[config.mk]
export PLATFORM = sky130hd
export DESIGN_NAME = mips_mc_ctrl
export DESIGN_NICKNAME = d
export VERILOG_FILES = /design/src/rtl/mips_mc_pkg.sv /design/src/rtl/mc_ctrl_decode.sv /design/src/rtl/mips_mc_ctrl.sv
export SDC_FILE = /design/constraint.sdc
export NUM_CORES = 1
export LEC_CHECK = 0
export BUFFER_PORTS_ARGS = -buffer_cell sky130_fd_sc_hd__buf_2
export CELL_PAD_IN_SITES_DETAIL_PLACEMENT = 1
export CELL_PAD_IN_SITES_GLOBAL_PLACEMENT = 2
export CORE_ASPECT_RATIO = 0.7
export CORE_MARGIN = 4
export CORE_UTILIZATION = 25
export DETAILED_ROUTE_END_ITERATION = 7
export GPL_ROUTABILITY_DRIVEN = 1
export PLACE_DENSITY_LB_ADDON = 0.1
export SLEW_MARGIN = 25
export SYNTH_ARGS = -nofsm -noshare
export SYNTH_HDL_FRONTEND = slang
export SYNTH_HIERARCHICAL = 1
export SYNTH_SLANG_ARGS = --single-unit
[constraint.sdc]
create_clock -name clk -period 3.95 [get_ports clk]
set_input_delay 0.79 -clock clk [delete_from_list [all_inputs] [get_ports clk]]
set_output_delay 0.79 -clock clk [all_outputs]
set_load 0.01 [all_outputs]
[src/rtl/mips_mc_pkg.sv]
// Shared types and constants for the multi-cycle MIPS main control FSM.
// Optional addi support is selected by the MC_CTRL_ADDI_EN macro.
package mips_mc_pkg;

    localparam int unsigned STATE_W  = 4;
    localparam int unsigned OPCODE_W = 6;
    localparam int unsigned SEL_W    = 2;

    // ADDIEX/ADDIWB encodings are reserved even when addi support is not built.
    typedef enum logic [STATE_W-1:0] {
        S_FETCH  = 4'd0,
        S_DECODE = 4'd1,
        S_MEMADR = 4'd2,
        S_MEMRD  = 4'd3,
        S_MEMWR  = 4'd4,
        S_MEMWB  = 4'd5,
        S_EXEC   = 4'd6,
        S_ALUWB  = 4'd7,
        S_BRANCH = 4'd8,
        S_JUMP   = 4'd9,
        S_ADDIEX = 4'd10,
        S_ADDIWB = 4'd11
    } state_t;

    localparam logic [OPCODE_W-1:0] OP_RTYPE = 6'b000000;
    localparam logic [OPCODE_W-1:0] OP_LW    = 6'b100011;
    localparam logic [OPCODE_W-1:0] OP_SW    = 6'b101011;
    localparam logic [OPCODE_W-1:0] OP_BEQ   = 6'b000100;
    localparam logic [OPCODE_W-1:0] OP_J     = 6'b000010;
    localparam logic [OPCODE_W-1:0] OP_ADDI  = 6'b001000;

    localparam logic [SEL_W-1:0] ALUOP_ADD   = 2'b00;
    localparam logic [SEL_W-1:0] ALUOP_SUB   = 2'b01;
    localparam logic [SEL_W-1:0] ALUOP_FUNCT = 2'b10;

    localparam logic [SEL_W-1:0] SRCB_REGB    = 2'b00;
    localparam logic [SEL_W-1:0] SRCB_FOUR    = 2'b01;
    localparam logic [SEL_W-1:0] SRCB_IMM     = 2'b10;
    localparam logic [SEL_W-1:0] SRCB_IMM_SH2 = 2'b11;

    localparam logic [SEL_W-1:0] PCSRC_ALU    = 2'b00;
    localparam logic [SEL_W-1:0] PCSRC_ALUOUT = 2'b01;
    localparam logic [SEL_W-1:0] PCSRC_JUMP   = 2'b10;

    // Full datapath control word produced per state.
    typedef struct packed {
        logic             mem_req;
        logic             iord;
        logic             mem_write;
        logic             ir_write;
        logic             pc_write;
        logic             branch;
        logic [SEL_W-1:0] pc_src;
        logic             alu_src_a;
        logic [SEL_W-1:0] alu_src_b;
        logic [SEL_W-1:0] alu_op;
        logic             reg_dst;
        logic             mem_to_reg;
        logic             reg_write;
    } ctrl_t;

endpackage

[src/rtl/mc_ctrl_decode.sv]
// Combinational state-to-control-word decoder for the multi-cycle control FSM.
// ADDIEX/ADDIWB decode only exists when MC_CTRL_ADDI_EN is defined.
module mc_ctrl_decode
    import mips_mc_pkg::*;
(
    input  logic   [STATE_W-1:0] state,
    input  logic                 mem_ready,
    output ctrl_t                ctrl_c
);

    always_comb begin
        ctrl_c = '0;
        case (state_t'(state))
            S_FETCH: begin
                ctrl_c.mem_req   = 1'b1;
                ctrl_c.iord      = 1'b0;
                ctrl_c.alu_src_a = 1'b0;
                ctrl_c.alu_src_b = SRCB_FOUR;
                ctrl_c.alu_op    = ALUOP_ADD;
                ctrl_c.pc_src    = PCSRC_ALU;
                // IR and PC only advance on the cycle the fetch completes.
                ctrl_c.ir_write  = mem_ready;
                ctrl_c.pc_write  = mem_ready;
            end
            S_DECODE: begin
                ctrl_c.alu_src_a = 1'b0;
                ctrl_c.alu_src_b = SRCB_IMM_SH2;
                ctrl_c.alu_op    = ALUOP_ADD;
            end
            S_MEMADR: begin
                ctrl_c.alu_src_a = 1'b1;
                ctrl_c.alu_src_b = SRCB_IMM;
                ctrl_c.alu_op    = ALUOP_ADD;
            end
            S_MEMRD: begin
                ctrl_c.mem_req = 1'b1;
                ctrl_c.iord    = 1'b1;
            end
            S_MEMWR: begin
                ctrl_c.mem_req   = 1'b1;
                ctrl_c.iord      = 1'b1;
                ctrl_c.mem_write = 1'b1;
            end
            S_MEMWB: begin
                ctrl_c.reg_write  = 1'b1;
                ctrl_c.mem_to_reg = 1'b1;
                ctrl_c.reg_dst    = 1'b0;
            end
            S_EXEC: begin
                ctrl_c.alu_src_a = 1'b1;
                ctrl_c.alu_src_b = SRCB_REGB;
                ctrl_c.alu_op    = ALUOP_FUNCT;
            end
            S_ALUWB: begin
                ctrl_c.reg_write  = 1'b1;
                ctrl_c.reg_dst    = 1'b1;
                ctrl_c.mem_to_reg = 1'b0;
            end
            S_BRANCH: begin
                ctrl_c.alu_src_a = 1'b1;
                ctrl_c.alu_src_b = SRCB_REGB;
                ctrl_c.alu_op    = ALUOP_SUB;
                ctrl_c.pc_src    = PCSRC_ALUOUT;
                ctrl_c.branch    = 1'b1;
            end
            S_JUMP: begin
                ctrl_c.pc_src   = PCSRC_JUMP;
                ctrl_c.pc_write = 1'b1;
            end
`ifdef MC_CTRL_ADDI_EN
            S_ADDIEX: begin
                ctrl_c.alu_src_a = 1'b1;
                ctrl_c.alu_src_b = SRCB_IMM;
                ctrl_c.alu_op    = ALUOP_ADD;
            end
            S_ADDIWB: begin
                ctrl_c.reg_write  = 1'b1;
                ctrl_c.reg_dst    = 1'b0;
                ctrl_c.mem_to_reg = 1'b0;
            end
`endif
            default: ctrl_c = '0;
        endcase
    end

endmodule

[src/rtl/mips_mc_ctrl.sv]
// Multi-cycle MIPS main control FSM: state register, opcode dispatch and reset gating.
// Define MC_CTRL_ADDI_EN to build the addi path (ADDIEX/ADDIWB).
module mips_mc_ctrl
    import mips_mc_pkg::*;
(
    input  logic                clk,
    input  logic                rst,
    input  logic [OPCODE_W-1:0] opcode,
    input  logic                mem_ready,
    output logic                mem_req,
    output logic                iord,
    output logic                mem_write,
    output logic                ir_write,
    output logic                pc_write,
    output logic                branch,
    output logic [SEL_W-1:0]    pc_src,
    output logic                alu_src_a,
    output logic [SEL_W-1:0]    alu_src_b,
    output logic [SEL_W-1:0]    alu_op,
    output logic                reg_dst,
    output logic                mem_to_reg,
    output logic                reg_write,
    output logic                illegal_op,
    output logic [STATE_W-1:0]  state
);

    state_t state_q;
    state_t state_d;
    logic   illegal_c;
    ctrl_t  ctrl_c;
    ctrl_t  ctrl_g;

    always_ff @(posedge clk) begin
        if (rst) begin
            state_q <= S_FETCH;
        end else begin
            state_q <= state_d;
        end
    end

    // Next-state dispatch; opcode is only looked at in DECODE and MEMADR.
    always_comb begin
        state_d   = S_FETCH;
        illegal_c = 1'b0;
        case (state_q)
            S_FETCH:  state_d = mem_ready ? S_DECODE : S_FETCH;
            S_DECODE: begin
                case (opcode)
                    OP_RTYPE:     state_d = S_EXEC;
                    OP_LW, OP_SW: state_d = S_MEMADR;
                    OP_BEQ:       state_d = S_BRANCH;
                    OP_J:         state_d = S_JUMP;
`ifdef MC_CTRL_ADDI_EN
                    OP_ADDI:      state_d = S_ADDIEX;
`else
                    OP_ADDI: begin
                        state_d   = S_FETCH;
                        illegal_c = 1'b1;
                    end
`endif
                    default: begin
                        state_d   = S_FETCH;
                        illegal_c = 1'b1;
                    end
                endcase
            end
            S_MEMADR: begin
                if (opcode == OP_LW) begin
                    state_d = S_MEMRD;
                end else if (opcode == OP_SW) begin
                    state_d = S_MEMWR;
                end else begin
                    state_d = S_FETCH;
                end
            end
            S_MEMRD:  state_d = mem_ready ? S_MEMWB : S_MEMRD;
            S_MEMWR:  state_d = mem_ready ? S_FETCH : S_MEMWR;
            S_EXEC:   state_d = S_ALUWB;
`ifdef MC_CTRL_ADDI_EN
            S_ADDIEX: state_d = S_ADDIWB;
`endif
            default:  state_d = S_FETCH;
        endcase
    end

    mc_ctrl_decode u_decode (
        .state     (STATE_W'(state_q)),
        .mem_ready (mem_ready),
        .ctrl_c    (ctrl_c)
    );

    // Reset wins over everything so an aborted access never strobes a write.
    assign ctrl_g = rst ? '0 : ctrl_c;

    assign mem_req    = ctrl_g.mem_req;
    assign iord       = ctrl_g.iord;
    assign mem_write  = ctrl_g.mem_write;
    assign ir_write   = ctrl_g.ir_write;
    assign pc_write   = ctrl_g.pc_write;
    assign branch     = ctrl_g.branch;
    assign pc_src     = ctrl_g.pc_src;
    assign alu_src_a  = ctrl_g.alu_src_a;
    assign alu_src_b  = ctrl_g.alu_src_b;
    assign alu_op     = ctrl_g.alu_op;
    assign reg_dst    = ctrl_g.reg_dst;
    assign mem_to_reg = ctrl_g.mem_to_reg;
    assign reg_write  = ctrl_g.reg_write;
    assign illegal_op = illegal_c & ~rst;
    assign state      = rst ? STATE_W'(0) : STATE_W'(state_q);

endmodule

==> results of run 1 <==
==> power groups by stage <==
stage | clock [mW] | sequential, mW | combinational (mW)
6_report | 0.0848 | 0.0465 | 0.0373
5_1_grt | 0.0898 | 0.0472 | 0.0422
4_1_cts | 0.0867 | 0.0464 | 0.0380
3_5_place_dp | 0 | 0.0470 | 0.0378
3_3_place_gp | 0 | 0.0470 | 0.0372
2_1_floorplan | 0 | 0.0431 | 0.0273
==> per-layer routing <==
metal | GRT usage | part of all wire | vias to the layer above
met4 | 0.0485 | 0.015 | 0
li1 | - | - | 377
met5 | 0 | 0 | -
met1 | 0.184 | 0.52 | 339
met2 | 0.179 | 0.42 | 15
met3 | 0.0201 | 0.039 | 4
==> kinds of logic after synthesis <==
logic type / share of synthesized area
buf+inv: 0.0674
simple gates: 0.622
xor+xnor: 0.0270
compound gates: 0.160
flops: 0.123
==> through the flow <==
step	util	instances	power, mW	area (µm²)	hold WS, ps
after floorplan	-	91	0.0703	649	630
after global placement	0.322	147	0.0842	797	826
after detailed placement	0.322	147	0.0848	797	806
after CTS	0.338	150	0.171	838	812
after global routing	0.338	150	0.179	838	861
final	0.338	150	0.169	838	815
==> worst paths after layout <==
path	start	end	slack, ps	cells past startpoint
worst max-delay path	state_q[0]	illegal_op	1340	4
worst min-delay path	state_q[0]	state_q[1]	810	2
worst max register to register	state_q[0]	state_q[0]	2280	3
worst min register to register	state_q[0]	state_q[1]	810	2
==> placed cells by master, fill, tap and decap left out, drive strengths merged, types with 3 or more instances in the layout <==
master,netlist,final
a21oi,4,4
buf,4,29
clkbuf,3,3
dfxtp,4,4
nand2,3,3
nand2b,3,3
nor2,5,5
nor2b,24,24
nor3,4,4
nor3b,5,5
or3b,3,3
==> layout make-up <==
class	count	area, µm²	share of cell area
clock buffer	3	41.3	0.0493
sequential	4	80.1	0.0955
multi-input combinational	79	526	0.627
inverter	1	3.75	0.00448
tap	34	42.5	0.0507
timing repair buffer	29	145	0.173
==> Yosys cell counts, types with 2 or more instances <==
cell	n	area [µm²]
sky130_fd_sc_hd__nand3b_1	2	15.0
sky130_fd_sc_hd__nor2b_1	24	150
sky130_fd_sc_hd__nor3b_1	5	37.5
sky130_fd_sc_hd__nor2_1	5	18.8
sky130_fd_sc_hd__o21ai_0	2	10.0
sky130_fd_sc_hd__a211o_1	2	17.5
sky130_fd_sc_hd__a31oi_1	2	12.5
sky130_fd_sc_hd__buf_2	2	10.0
sky130_fd_sc_hd__nor3_1	4	20.0
sky130_fd_sc_hd__nand2_1	3	11.3
sky130_fd_sc_hd__dfxtp_1	4	80.1
sky130_fd_sc_hd__clkbuf_1	3	11.3
sky130_fd_sc_hd__and2_1	2	12.5
sky130_fd_sc_hd__or3b_1	3	26.3
sky130_fd_sc_hd__or4_1	2	15.0
sky130_fd_sc_hd__nand2b_1	3	18.8
sky130_fd_sc_hd__a21oi_1	4	20.0
sky130_fd_sc_hd__nand4b_1	2	17.5
==> critical path: cells and delay by family, from the launching register on <==
family,cells,cell delay (ps)
flip-flops,1,690
AND/OR/NAND/NOR,3,780
buffers and inverters,1,140
==> flow_metrics.env, run 1 <==
export IMPL_p_per_area_nw_per_um2=201
export IMPL_clock_skew_ps=2.00
export IMPL_final_period_utilization=0.661
export IMPL_detail_route_drc_violations=0
export IMPL_synthArstFlopShare=0
export IMPL_clk_latency_ps=220
export IMPL_detailroute_via_count=735
export IMPL_initialDrtViolationCount=34
export IMPL_cts_reportedPaths_clkPinSlew_ps=30
export IMPL_netlist_cell_type_count=35
export IMPL_firstDrtPassIters=2
export IMPL_ctsResizeCount=0
export IMPL_synth_cells=91
export IMPL_netSwitchingPower_mw=0.0449
export IMPL_launching_element_type_of_the_critical_path="flop"
export IMPL_num_io_pins=30
export IMPL_synth_seq_cells=4
export IMPL_cts_htree_levels=1
export IMPL_postCtsHoldBufs=0
export IMPL_syn_avg_cell_area_um2=7.14
export IMPL_critical_path_max_stage_delay_ps=690
export IMPL_crit_chain="nor4b_1, nand2b_1, nor2_1, buf_2"
export IMPL_drv_cap=0
export IMPL_finalWorstPathRequiredPeriod_ps=2610
export IMPL_grt_setup_unrepaired="no"
export IMPL_reg_top3="state_q x4"
export IMPL_seq_area_frac_synth=0.123
export IMPL_synth_yosys_warnings=6
export IMPL_finalSetupViolCount=0
export IMPL_wire_length_of_the_first_global_routing_pass_um=3330
export IMPL_status="completed"
export IMPL_grt_start_max_net_pins=23
export IMPL_cts_root_buffer="sky130_fd_sc_hd__clkbuf_8"
export IMPL_slew_violations=0
export IMPL_fraction_of_final_layout_cells_with_drive_strength_greater_than_1=0.310
export IMPL_power_sequential_fraction=0.276
export IMPL_path_class="reg -> out"
export IMPL_routability_congestion=0.637
export IMPL_power_report_internal_total_mw=0.124
export IMPL_p_leak_nw=0.358
export IMPL_register_with_the_most_flip_flops="state_q"
export IMPL_io_buffers=29
export IMPL_width_of_the_chip_um=68.9
export IMPL_cts_tree="yes"
export IMPL_p_comb_frac=0.221
export IMPL_fp_dieArea_um2=3490
export IMPL_fillers=334
export IMPL_drt_vias_per_instance=4.90
export IMPL_drt_total_wl_um=1940
export IMPL_sw_frac_of_total=0.267
export IMPL_setup_tns_final_ps=0
export IMPL_synthesis_nets=100
export IMPL_cp_required_ps=3160
export IMPL_synth_main_ff_cell="sky130_fd_sc_hd__dfxtp_1"
export IMPL_dp_hpwl_um=1350
export IMPL_detailedPlace_worstSlack_ps=1430
export IMPL_fmaxAchievable_mhz=383
export IMPL_transition_time_at_the_pin_with_the_least_slew_margin_ps=627
export IMPL_hp_class="reg -> reg"
export IMPL_final_hold_violation_count=0
export IMPL_final_setup_worst_slack_ps=1340
export IMPL_critical_path_slowest_cell="sky130_fd_sc_hd__dfxtp_1"
export IMPL_grt_overflow_total=0
export IMPL_ir_worst_vdd_v=0.0000529
export IMPL_clock_tree_buffer_depth=2
export IMPL_power_share_clock=0.503
export IMPL_antenna_diode_count=0
export IMPL_cts_setup_buffers=0
export IMPL_worst_slew_margin_rel=0.582
export IMPL_cts_buffers_inserted=3
export IMPL_arrival_ps=1820
export IMPL_rows=15
export IMPL_end_kind="output port"
export IMPL_worstPathMaxFanout=20
export IMPL_groute_usage_overall=0.126
export IMPL_initial_core_utilization=0.262
export IMPL_synth_edff_count=0
export IMPL_tritoncts_num_sinks=4
export IMPL_die_height_um=50.6
export IMPL_finalNetCount=127
export IMPL_area_growth_pct=29.1
export IMPL_detail_routed_net_length_per_standard_cell_um=12.9
export IMPL_core_area_um2=2480
export IMPL_antenna_violating_nets_left=0
export IMPL_antenna_violations_before_repair=0
export IMPL_largest_register_ff_count=4
export IMPL_first_global_vias=696
export IMPL_synthesized_cell_area_um2=649
Power figures use the tool's default switching activity.
==> run 2: changes to the inputs <==
--- a/config.mk
+++ b/config.mk
@@ -10,7 +10,7 @@
 export CELL_PAD_IN_SITES_GLOBAL_PLACEMENT = 2
 export CORE_ASPECT_RATIO = 0.7
 export CORE_MARGIN = 4
-export CORE_UTILIZATION = 25
+export CORE_UTILIZATION = 23
 export DETAILED_ROUTE_END_ITERATION = 7
 export GPL_ROUTABILITY_DRIVEN = 1
 export PLACE_DENSITY_LB_ADDON = 0.1
==> constraint.sdc (replaced) <==
create_clock -name clk -period 2.5 [get_ports clk]
set_input_delay 0.5 -clock clk [delete_from_list [all_inputs] [get_ports clk]]
set_output_delay 0.5 -clock clk [all_outputs]
set_load 0.01 [all_outputs]
==> run 2 against run 1 <==
Utilization shrank 0.65 points. Sequential cell count is the same. Sequential power grew 52%. Via count grew 0.82%.
==> flow_metrics.env, run 2 (synthesized netlist as in run 1, its figures left out) <==
export IMPL_num_io_pins=30
export IMPL_sw_frac_of_total=0.273
export IMPL_power_report_internal_total_mw=0.197
export IMPL_first_global_vias=768
export IMPL_layout_cell_area_non_filler_um2=853
export IMPL_finalSetupViolCount=0
export IMPL_finish_cell_count_without_fillers=152
export IMPL_largest_register_ff_count=4
export IMPL_cts_buffers_inserted=3
export IMPL_slew_violations=0
export IMPL_critical_path_slowest_cell="sky130_fd_sc_hd__dfxtp_1"
export IMPL_cts_setup_buffers=0
export IMPL_arrival_ps=1720
export IMPL_fraction_of_final_layout_cells_with_drive_strength_greater_than_1=0.322
export IMPL_grt_start_max_net_pins=23
export IMPL_io_buffers=29
export IMPL_critical_path_n_buffers_inverters=1
export IMPL_power_share_clock=0.504
export IMPL_multi_input_gate_area_um2=526
export IMPL_die_height_um=52.5
export IMPL_postCtsHoldBufs=0
export IMPL_postLayoutCoreUtil=0.332
export IMPL_dpl_cell_area_um2=812
export IMPL_fp_dieArea_um2=3750
export IMPL_dp_hpwl_um=1450
export IMPL_worst_slew_margin_rel=0.613
export IMPL_rr_startpoint="state_q[2]"
export IMPL_post_place_cells=149
export IMPL_routability_congestion=0.708
export IMPL_transition_time_at_the_pin_with_the_least_slew_margin_ps=572
export IMPL_most_common_cell_after_layout_fill_and_taps_aside="sky130_fd_sc_hd__buf_2"
export IMPL_drv_cap=0
export IMPL_antenna_violations_before_repair=0
export IMPL_rows=15
export IMPL_ctsResizeCount=0
export IMPL_antenna_diode_count=0
export IMPL_cp_startpoint="state_q[3]"
export IMPL_crit_chain="or3b_1, a21oi_1, nor2b_1, buf_2"
export IMPL_p_total_mw=0.271
export IMPL_clock_skew_ps=2.62
export IMPL_detail_route_drc_violations=0
export IMPL_fmaxAchievable_mhz=451
export IMPL_tritoncts_num_sinks=4
export IMPL_delay_heaviest_family_cp="flip-flops"
export IMPL_detailroute_via_count=741
export IMPL_detail_routed_net_length_per_standard_cell_um=13.1
export IMPL_drt_total_wl_um=1990
export IMPL_clock_tree_buffer_depth=2
export IMPL_p_comb_frac=0.235
export IMPL_netSwitchingPower_mw=0.0740
export IMPL_initial_core_utilization=0.253
export IMPL_register_with_the_most_flip_flops="state_q"
export IMPL_detailedPlace_worstSlack_ps=482
export IMPL_firstDrtPassIters=4
export IMPL_final_cell_mix="29 x sky130_fd_sc_hd__buf_2, 24 x sky130_fd_sc_hd__nor2b_1, 5 x sky130_fd_sc_hd__nor2_1, 5 x sky130_fd_sc_hd__nor3b_1"
export IMPL_cts_reportedPaths_clkPinSlew_ps=30
export IMPL_final_period_utilization=0.888
export IMPL_wire_length_of_the_first_global_routing_pass_um=3480
export IMPL_width_of_the_chip_um=71.5
export IMPL_final_hold_violation_count=0
export IMPL_launching_element_type_of_the_critical_path="flop"
export IMPL_grt_setup_unrepaired="no"
export IMPL_sequential_cell_area_um2=80.1
export IMPL_grt_overflow_total=0
export IMPL_finalNetCount=129
export IMPL_worstPathMaxFanout=20
export IMPL_initialDrtViolationCount=13
export IMPL_finalWorstPathRequiredPeriod_ps=2220
export IMPL_cts_htree_levels=1
export IMPL_cp_required_ps=2000
export IMPL_ir_worst_vdd_v=0.0000845
export IMPL_path_class="reg -> out"
export IMPL_hold_slack_ps=553
export IMPL_status="completed"
export IMPL_groute_usage_overall=0.117
export IMPL_setup_tns_final_ps=0
export IMPL_clk_latency_ps=220
export IMPL_p_per_area_nw_per_um2=317
export IMPL_drt_vias_per_instance=4.88
export IMPL_power_sequential_fraction=0.262
export IMPL_fillers=337
export IMPL_critical_path_max_stage_delay_ps=670
export IMPL_antenna_violating_nets_left=0
export IMPL_end_kind="output port"
export IMPL_hp_class="in -> reg"
export IMPL_final_setup_worst_slack_ps=280
export IMPL_area_growth_pct=31.4
export IMPL_cts_root_buffer="sky130_fd_sc_hd__clkbuf_8"
export IMPL_p_leak_nw=0.369
export IMPL_reg_top3="state_q x4"
export IMPL_cts_tree="yes"
export IMPL_worst_min_delay_path_startpoint="opcode[4]"
export IMPL_core_area_um2=2570
-- run 2: cell types whose count changed in the layout (fill, tap and decap cells not counted) --
cell / change
sky130_fd_sc_hd__buf_4: +2
-- run 2: cell type report --
type | count | area share
Sequential cell | 4 | 0.0938
Tap cell | 34 | 0.0499
Clock buffer | 3 | 0.0484
Inverter | 1 | 0.00440
Timing Repair Buffer | 31 | 0.188
Multi-Input combinational cell | 79 | 0.616
-- run 2: per-layer routing --
metal / wire length (µm) / global-route usage / vias up / share of wire
li1: - / - / 376 / -
met1: 1030 / 0.156 / 344 / 0.52
met2: 844 / 0.181 / 17 / 0.42
met3: 95 / 0.0268 / 4 / 0.048
met4: 26 / 0.0469 / 0 / 0.013
met5: 0 / 0 / - / 0
-- run 2: power by group through the flow --
stage	logic, mW	registers, mW	clock network (mW)
6_report	0.0636	0.0709	0.136
5_1_grt	0.0728	0.0715	0.143
4_1_cts	0.0645	0.0711	0.141
3_5_place_dp	0.0639	0.0720	0
3_3_place_gp	0.0640	0.0721	0
2_1_floorplan	0.0431	0.0680	0
-- run 2: worst paths after layout --
path / end / slack, ps / cells past startpoint
setup reg to reg: state_q[0] / 980 / 3
setup / recovery: alu_src_a / 280 / 4
hold / removal: state_q[3] / 550 / 2
hold reg to reg: state_q[3] / 820 / 3
